## src/rtl/operand_forward_ctrl.sv

```systemverilog
// operand_forward_ctrl
// Forwarding-select sequencer for the EX-stage operand A/B 5:1 muxes of a
// 4-stage ID/EX/MEM/WB pipeline. Tracks destination info for the instructions
// in EX, MEM and WB. Registers the mux selects so they line up with the
// instruction sitting in EX. Detects load-use hazards and inserts one bubble.
//
// Optional feature: define FWD_PERF_CNT_EN to add the STALL_CNT and FWD_CNT
// performance counters and their output ports.

module operand_forward_ctrl #(
    parameter int REG_AW = 5,
    parameter int SEL_W  = 3
) (
    input  logic              CLK,
    input  logic              RESET,
    input  logic              ID_VALID,
    input  logic [REG_AW-1:0] ID_RS1,
    input  logic [REG_AW-1:0] ID_RS2,
    input  logic              ID_USE_RS1,
    input  logic              ID_USE_RS2,
    input  logic [REG_AW-1:0] ID_RD,
    input  logic              ID_REG_WRITE,
    input  logic              ID_MEM_READ,
    input  logic              FLUSH,
    input  logic              PIPE_HOLD,
    output logic [SEL_W-1:0]  SEL_A,
    output logic [SEL_W-1:0]  SEL_B,
`ifdef FWD_PERF_CNT_EN
    output logic [31:0]       STALL_CNT,
    output logic [31:0]       FWD_CNT,
`endif
    output logic              STALL
);

    // Mux select encoding shared by both operand muxes.
    localparam logic [SEL_W-1:0] SEL_RF      = SEL_W'(0); // register-file data
    localparam logic [SEL_W-1:0] SEL_MEM_ALU = SEL_W'(1); // MEM-stage ALU result
    localparam logic [SEL_W-1:0] SEL_WB_ALU  = SEL_W'(2); // WB-stage ALU result
    localparam logic [SEL_W-1:0] SEL_WB_LOAD = SEL_W'(3); // WB-stage load data
    localparam logic [SEL_W-1:0] SEL_RETIRED = SEL_W'(4); // retired write-back register

    // Destination info for one in-flight instruction.
    typedef struct packed {
        logic              valid;
        logic [REG_AW-1:0] rd;
        logic              reg_write;
        logic              mem_read;
    } stage_t;

    stage_t ex_q;
    stage_t mem_q;
    stage_t wb_q;

    stage_t           id_rec;
    logic             enter_ex;
    logic [SEL_W-1:0] sel_a_calc;
    logic [SEL_W-1:0] sel_b_calc;
    logic [SEL_W-1:0] sel_a_nxt;
    logic [SEL_W-1:0] sel_b_nxt;

    // A stage can supply 'src' only if it really writes a non-x0 register.
    function automatic logic produces(input stage_t s, input logic [REG_AW-1:0] src);
        return s.valid && s.reg_write && (s.rd != '0) && (s.rd == src);
    endfunction

    // Youngest producer wins: EX (moving to MEM), then MEM (moving to WB), then WB.
    function automatic logic [SEL_W-1:0] pick_sel(
        input logic              id_valid,
        input logic              use_src,
        input logic [REG_AW-1:0] src,
        input stage_t            ex,
        input stage_t            mem,
        input stage_t            wb
    );
        if (!id_valid || !use_src)  return SEL_RF;
        if (produces(ex, src))      return SEL_MEM_ALU;
        if (produces(mem, src))     return mem.mem_read ? SEL_WB_LOAD : SEL_WB_ALU;
        if (produces(wb, src))      return SEL_RETIRED;
        return SEL_RF;
    endfunction

    // Hazard detection and next-state selects for the instruction entering EX.
    always_comb begin
        // NOTE: every signal written here gets a value on every path, so no latch is inferred.
        STALL      = 1'b0;
        sel_a_calc = pick_sel(ID_VALID, ID_USE_RS1, ID_RS1, ex_q, mem_q, wb_q);
        sel_b_calc = pick_sel(ID_VALID, ID_USE_RS2, ID_RS2, ex_q, mem_q, wb_q);

        if (ID_VALID && !FLUSH && ex_q.valid && ex_q.reg_write && ex_q.mem_read &&
            (ex_q.rd != '0) &&
            ((ID_USE_RS1 && (ID_RS1 == ex_q.rd)) || (ID_USE_RS2 && (ID_RS2 == ex_q.rd))))
            STALL = 1'b1;

        enter_ex = !(FLUSH || STALL);

        id_rec.valid     = ID_VALID;
        id_rec.rd        = ID_RD;
        id_rec.reg_write = ID_REG_WRITE;
        id_rec.mem_read  = ID_MEM_READ;

        sel_a_nxt = enter_ex ? sel_a_calc : SEL_RF;
        sel_b_nxt = enter_ex ? sel_b_calc : SEL_RF;
    end

    // Stage-record shift and select registers; reset empties the pipeline.
    always_ff @(posedge CLK) begin
        // NOTE: non-blocking assignments let wb/mem/ex all sample the pre-edge values.
        if (RESET) begin
            ex_q  <= '0;
            mem_q <= '0;
            wb_q  <= '0;
            SEL_A <= SEL_RF;
            SEL_B <= SEL_RF;
        end else if (!PIPE_HOLD) begin
            wb_q  <= mem_q;
            mem_q <= ex_q;
            ex_q  <= enter_ex ? id_rec : '0;
            SEL_A <= sel_a_nxt;
            SEL_B <= sel_b_nxt;
        end
    end

`ifdef FWD_PERF_CNT_EN
    logic [31:0] fwd_inc;

    // Number of non-register-file selects latched on this edge (0, 1 or 2).
    always_comb begin
        fwd_inc = 32'(sel_a_nxt != SEL_RF) + 32'(sel_b_nxt != SEL_RF);
    end

    // Free-running counters that wrap at 2^32 and freeze with the pipeline.
    always_ff @(posedge CLK) begin
        if (RESET) begin
            STALL_CNT <= '0;
            FWD_CNT   <= '0;
        end else if (!PIPE_HOLD) begin
            if (STALL)
                STALL_CNT <= STALL_CNT + 32'd1;
            FWD_CNT <= FWD_CNT + fwd_inc;
        end
    end
`endif

endmodule

```

## config.mk

```make
export PLATFORM = sky130hd
export DESIGN_NAME = operand_forward_ctrl
export DESIGN_NICKNAME = d
export VERILOG_FILES = /design/src/rtl/operand_forward_ctrl.sv
export SDC_FILE = /design/constraint.sdc
export NUM_CORES = 1
export LEC_CHECK = 0
export CORE_UTILIZATION = 47
export CTS_BUF_LIST = sky130_fd_sc_hd__clkbuf_4 sky130_fd_sc_hd__clkbuf_8 sky130_fd_sc_hd__clkbuf_16
export DETAILED_ROUTE_END_ITERATION = 16
export HOLD_SLACK_MARGIN = 0.03
export PLACE_DENSITY = 0.84
export SLEW_MARGIN = 20
export SYNTH_ARGS = -nofsm -noshare
export SYNTH_HDL_FRONTEND = slang
export SYNTH_SLANG_ARGS = --single-unit
```

## constraint.sdc

```tcl
create_clock -name CLK -period 2.3 [get_ports CLK]
set_input_delay 0.345 -clock CLK [delete_from_list [all_inputs] [get_ports CLK]]
set_output_delay 0.345 -clock CLK [all_outputs]
set_load 0.01 [all_outputs]
```

Word-level counts from Yosys, hierarchy flattened
Cells that the tools add are included.
Word-level totals
  output and inout bits: 7
  flip-flop bits (word level): 29
Operators by class
  reduce and logical (&&, ||, !) cells: 31
  equal/unequal tests: 8
  muxes and demuxes: 41
Operators by type and width (count)
  $mux 3: 18
  $eq 5x5->1: 8
  $mux 1: 22
  $logic_and 1x1->1: 20
  $reduce_bool 5->1: 3
  $mux 8: 1
  $logic_not 1->1: 4
  $logic_or 1x1->1: 4

Depth between registers and ports, before layout
  depth after elaboration: 15
  depth in mapped cells: 7
  gate-level depth less buffers: 6

Worst setup path before layout
Ideal clock, no wire load.
  kind: register to register
  start point: reg ex_q[2] (netlist bit)
  end point: reg SEL_B[0]
  arrival time: 1.621 ns
  period minus slack after synthesis: 1.739 ns
  stages on the path, launching flop included: 7
  library setup time: 0.117 ns
  setup slack: 0.561 ns
  cells stage by stage: dfxtp_1 -> buf_6 -> or3_1 -> o311a_1 -> nor4bb_1 -> a21o_1 -> a32o_1
Between the ends
  cells in the longest elaborated chain, start to end: 11
RTL lines
  start, declared: RTL line 50  | stage_t ex_q;
  start signal, assigned: RTL line 117  | ex_q <= enter_ex ? id_rec : '0;
  $reduce_bool 5->1: RTL line 63, 90
  $logic_and 1x1->1 (2 in series): RTL line 63  | return s.valid && s.reg_write && (s.rd != '0) && (s.rd == src);
  $mux 3: RTL line 76  | if (produces(ex, src)) return SEL_MEM_ALU;
  $mux 3: RTL line 77  | if (produces(mem, src)) return mem.mem_read ? SEL_WB_LOAD : SEL_WB_ALU;
  $mux 3: RTL line 78  | if (produces(wb, src)) return SEL_RETIRED;
  $mux 3: RTL line 79  | return SEL_RF;
  $mux 3: RTL line 78
  $mux 3: RTL line 77
  $mux 3: RTL line 76
  $mux 3 *: RTL line 102  | sel_b_nxt = enter_ex ? sel_b_calc : SEL_RF;
  end signal, assigned: RTL line 119  | SEL_B <= sel_b_nxt;
  end, declared: RTL line 27  | output logic [SEL_W-1:0] SEL_B,
Mark *: on every way between the ends. The rest lies on a longest branch, timed or not. The select of a mux whose other input is x is not followed.
A chain may end at the register's enable or synchronous reset.

Final worst setup path
  start point: reg ex_q[6] (netlist bit)
  end point: out STALL
Between the ends
  cells in the longest elaborated chain, start to end: 5
RTL lines
  $eq 5x5->1: RTL line 91  | ((ID_USE_RS1 && (ID_RS1 == ex_q.rd)) || (ID_USE_RS2 && (ID_RS2 == ex_q.rd))))
  $logic_and 1x1->1: RTL line 91
  $logic_or 1x1->1: RTL line 91
  $logic_and 1x1->1 *: RTL line 90  | (ex_q.rd != '0) &&
  $mux 1 *: RTL line 89  | if (ID_VALID && !FLUSH && ex_q.valid && ex_q.reg_write && ex_q.mem_read &&
  end, declared: RTL line 32  | output logic STALL
Mark *: on every way between the ends. The rest lies on a longest branch, timed or not.

==> flow_metrics.env <==
export IMPL_synth_seq_cells=29
export IMPL_synth_xor_area_frac=0.178
export IMPL_timing_final_max_slew_violations=0
export IMPL_grt_pass1_wl_mm=6.38
export IMPL_synth_most_common_cell="dfxtp_1"
export IMPL_ctsHtreeMaxLevel=2
export IMPL_fin_ws_ps=61.2
export IMPL_async_reset_ff_frac=0
export IMPL_synth_top_family_by_area="simple AND/OR/NAND/NOR gates"
export IMPL_hpwl_mm=2.93
export IMPL_ioPinCount=31
export IMPL_path_class="reg2out"
export IMPL_dpl_worst_slack_ps=-89.9
export IMPL_r2r_start="ex_q[6]$_SDFFE_PP0N_"
export IMPL_grt_max_degree=17
export IMPL_area_growth_pct=34.2
export IMPL_synth_edff_count=0
export IMPL_critical_path_required_ps=1960
export IMPL_coreArea_mm2=0.00305
export IMPL_power_density_mw_per_mm2=483
export IMPL_die_w_um=58.9
export IMPL_syn_instance_count=159
export IMPL_netlist_area_leader_share=0.381
export IMPL_cts_tree="done"
export IMPL_cap_violations=0
export IMPL_p_leak_uw=0.000824
export IMPL_ant_nets=0
export IMPL_rows=20
export IMPL_finalHoldViolCount=0
export IMPL_diodes=0
export IMPL_cts_buffer_depth=2
export IMPL_tightest_slew_ps=452
export IMPL_synthFlopType="dfxtp_1"
export IMPL_via_per_inst=5.52
export IMPL_worstHoldStart="SEL_A[0]$_SDFFE_PP0N_"
export IMPL_root_buffer="clkbuf_4"
export IMPL_period_minus_slack_ps=2240
export IMPL_crit_fanout=5
export IMPL_final_util=0.670
export IMPL_syn_cell_area_mm2=0.00152
export IMPL_die_h_um=58.9
export IMPL_end_kind="primary output"
export IMPL_ir_worst_vdd_v=0.000462
export IMPL_cts_buffers=5
export IMPL_crit_arrival_ps=1890
export IMPL_worstSkewPairLatency_ps=320
export IMPL_ff2ff_path_depth=6
export IMPL_min_path_cells=2
export IMPL_synthMuxAreaShare=0.0985
export IMPL_synth_compound_area_frac=0.112
export IMPL_drive_gt1_frac=0.157
export IMPL_rsz0062_at_grt="false"
export IMPL_routed_wl_mm=3.80
export IMPL_avgSynthCellArea_um2=9.58
export IMPL_clkSlewWorstSetupHoldPaths_ps=90
export IMPL_status="completed"
export IMPL_yosysSeqAreaShare=0.381
export IMPL_cp_start_kind="flop"
export IMPL_synthAdderAreaFrac=0
export IMPL_io_buffers=30
export IMPL_die_area_mm2=0.00347
export IMPL_hold_buffers=0
export IMPL_overflow=0
export IMPL_vias=1403
export IMPL_gp_congestion=0.874
export IMPL_grt_pass1_vias=1401
export IMPL_finalSetupViolations=0
export IMPL_drtIter0Drc=58
export IMPL_whs_endpoint="SEL_A[0]$_SDFFE_PP0N_"
export IMPL_synth_simple_area_share=0.194
export IMPL_antenna_found_initial=0
export IMPL_syn_num_nets=183
export IMPL_start_util=0.499
export IMPL_relSlewSlack=0.696
export IMPL_firstDrtPassIters=5
export IMPL_clock_sinks=29
export IMPL_reg2reg_slack_ps=450
export IMPL_routedWlPerCell_um=14.9
export IMPL_yosysUniqueCellTypes=33
export IMPL_grt_usage=0.251
export IMPL_hp_class="reg2reg"
export IMPL_synth_commonest_cells="dfxtp_1, xnor2_1, nor2_1"
export IMPL_r2r_end="SEL_B[0]$_SDFFE_PP0N_"
export IMPL_skew_ps=3.13
export IMPL_nets=233
export IMPL_yosysTopAreaCell="dfxtp_1"
export IMPL_drc=0
export IMPL_synth_area_leaders="dfxtp_1, xnor2_1, mux2i_1"
export IMPL_fmax_ghz=0.447
export IMPL_min_period_over_period=0.973
export IMPL_ys_warn_count=0
## worst max path at each step
| stage | startpoint | to | cells after the start |
|---|---|---|---|
| after global placement | ID_RS2[4] | STALL | 7 |
| after CTS | ex_q[6]$_SDFFE_PP0N_ | STALL | 5 |
| after floorplan | ex_q[2]$_SDFFE_PP0N_ | SEL_B[0]$_SDFFE_PP0N_ | 6 |
| after detailed placement | ID_RS2[4] | STALL | 7 |
| after global routing | ex_q[6]$_SDFFE_PP0N_ | STALL | 5 |
| final | ex_q[6]$_SDFFE_PP0N_ | STALL | 5 |
## power by group
group / total (uW) / internal [uW] / switching, uW
registers: 525 / 512 / 12.9
logic: 164 / 96.4 / 68.0
clock network: 299 / 115 / 184
## cell families (layout without fill, tap and decap cells)
group,Yosys count,count (layout)
simple gates,55,55
xor+xnor,31,31
flops,29,29
buf+inv,10,61
compound gates,19,19
mux,15,15
## flip-flops by register name (all words and copies together) (netlist names)
name,cells
SEL_A,3
SEL_B,3
ex_q,8
mem_q,8
wb_q,7
## layout by cell type (no fill, tap or decap), drive strengths merged, types with 4 or more instances in the layout
master         count
mux2i             15
nand2              6
nor3               6
clkbuf             5
nand3              8
xnor2             23
xor2               8
clkdlybuf4s50     29
dfxtp             29
a32o               9
nor2              19
buf               21
a22o               4
## worst max-delay path, cell delays in order (launching register included)
cell,delay [ps]
dfxtp_2,370
or3_1,340
o311a_1,350
o211ai_1,130
inv_1,90
dlygate4sd2_1,290
## through the flow
stage | total power (uW) | hold slack [ps] | instance area [um2] | TNS (ps) | instances
finish | 988 | 462 | 2040 | 0 | 254
global route | 1030 | 481 | 2040 | 0 | 254
global placement | 694 | 448 | 1990 | -89.3 | 246
CTS | 992 | 465 | 2040 | 0 | 254
floorplan | 613 | 456 | 1520 | 0 | 159
detailed placement | 698 | 443 | 1990 | -89.9 | 246
## timing repair
item	CTS	global route
hold endpoints to repair	0	0
endpoints found under the setup margin	1	0
buffers inserted	0	0
gates resized for setup	3	0
## per-layer routing
| metal | up-vias | wire [um] | GRT usage |
|---|---|---|---|
| met2 | 50 | 1830 | 0.401 |
| met5 | - | 0 | 0 |
| met3 | 12 | 224 | 0.0747 |
| met4 | 0 | 97 | 0.116 |
| li1 | 675 | - | - |
| met1 | 666 | 1640 | 0.309 |
## cell type report
class / count / area (um2)
timing repair buffer: 51 / 457
fill: 272 / 1010
inverter: 2 / 7.51
tap: 44 / 55.1
sequential: 29 / 583
multi-input combinational: 120 / 887
clock inverter: 3 / 17.5
clock buffer: 5 / 37.5
Note: power is estimated with default switching activity, not from simulation.
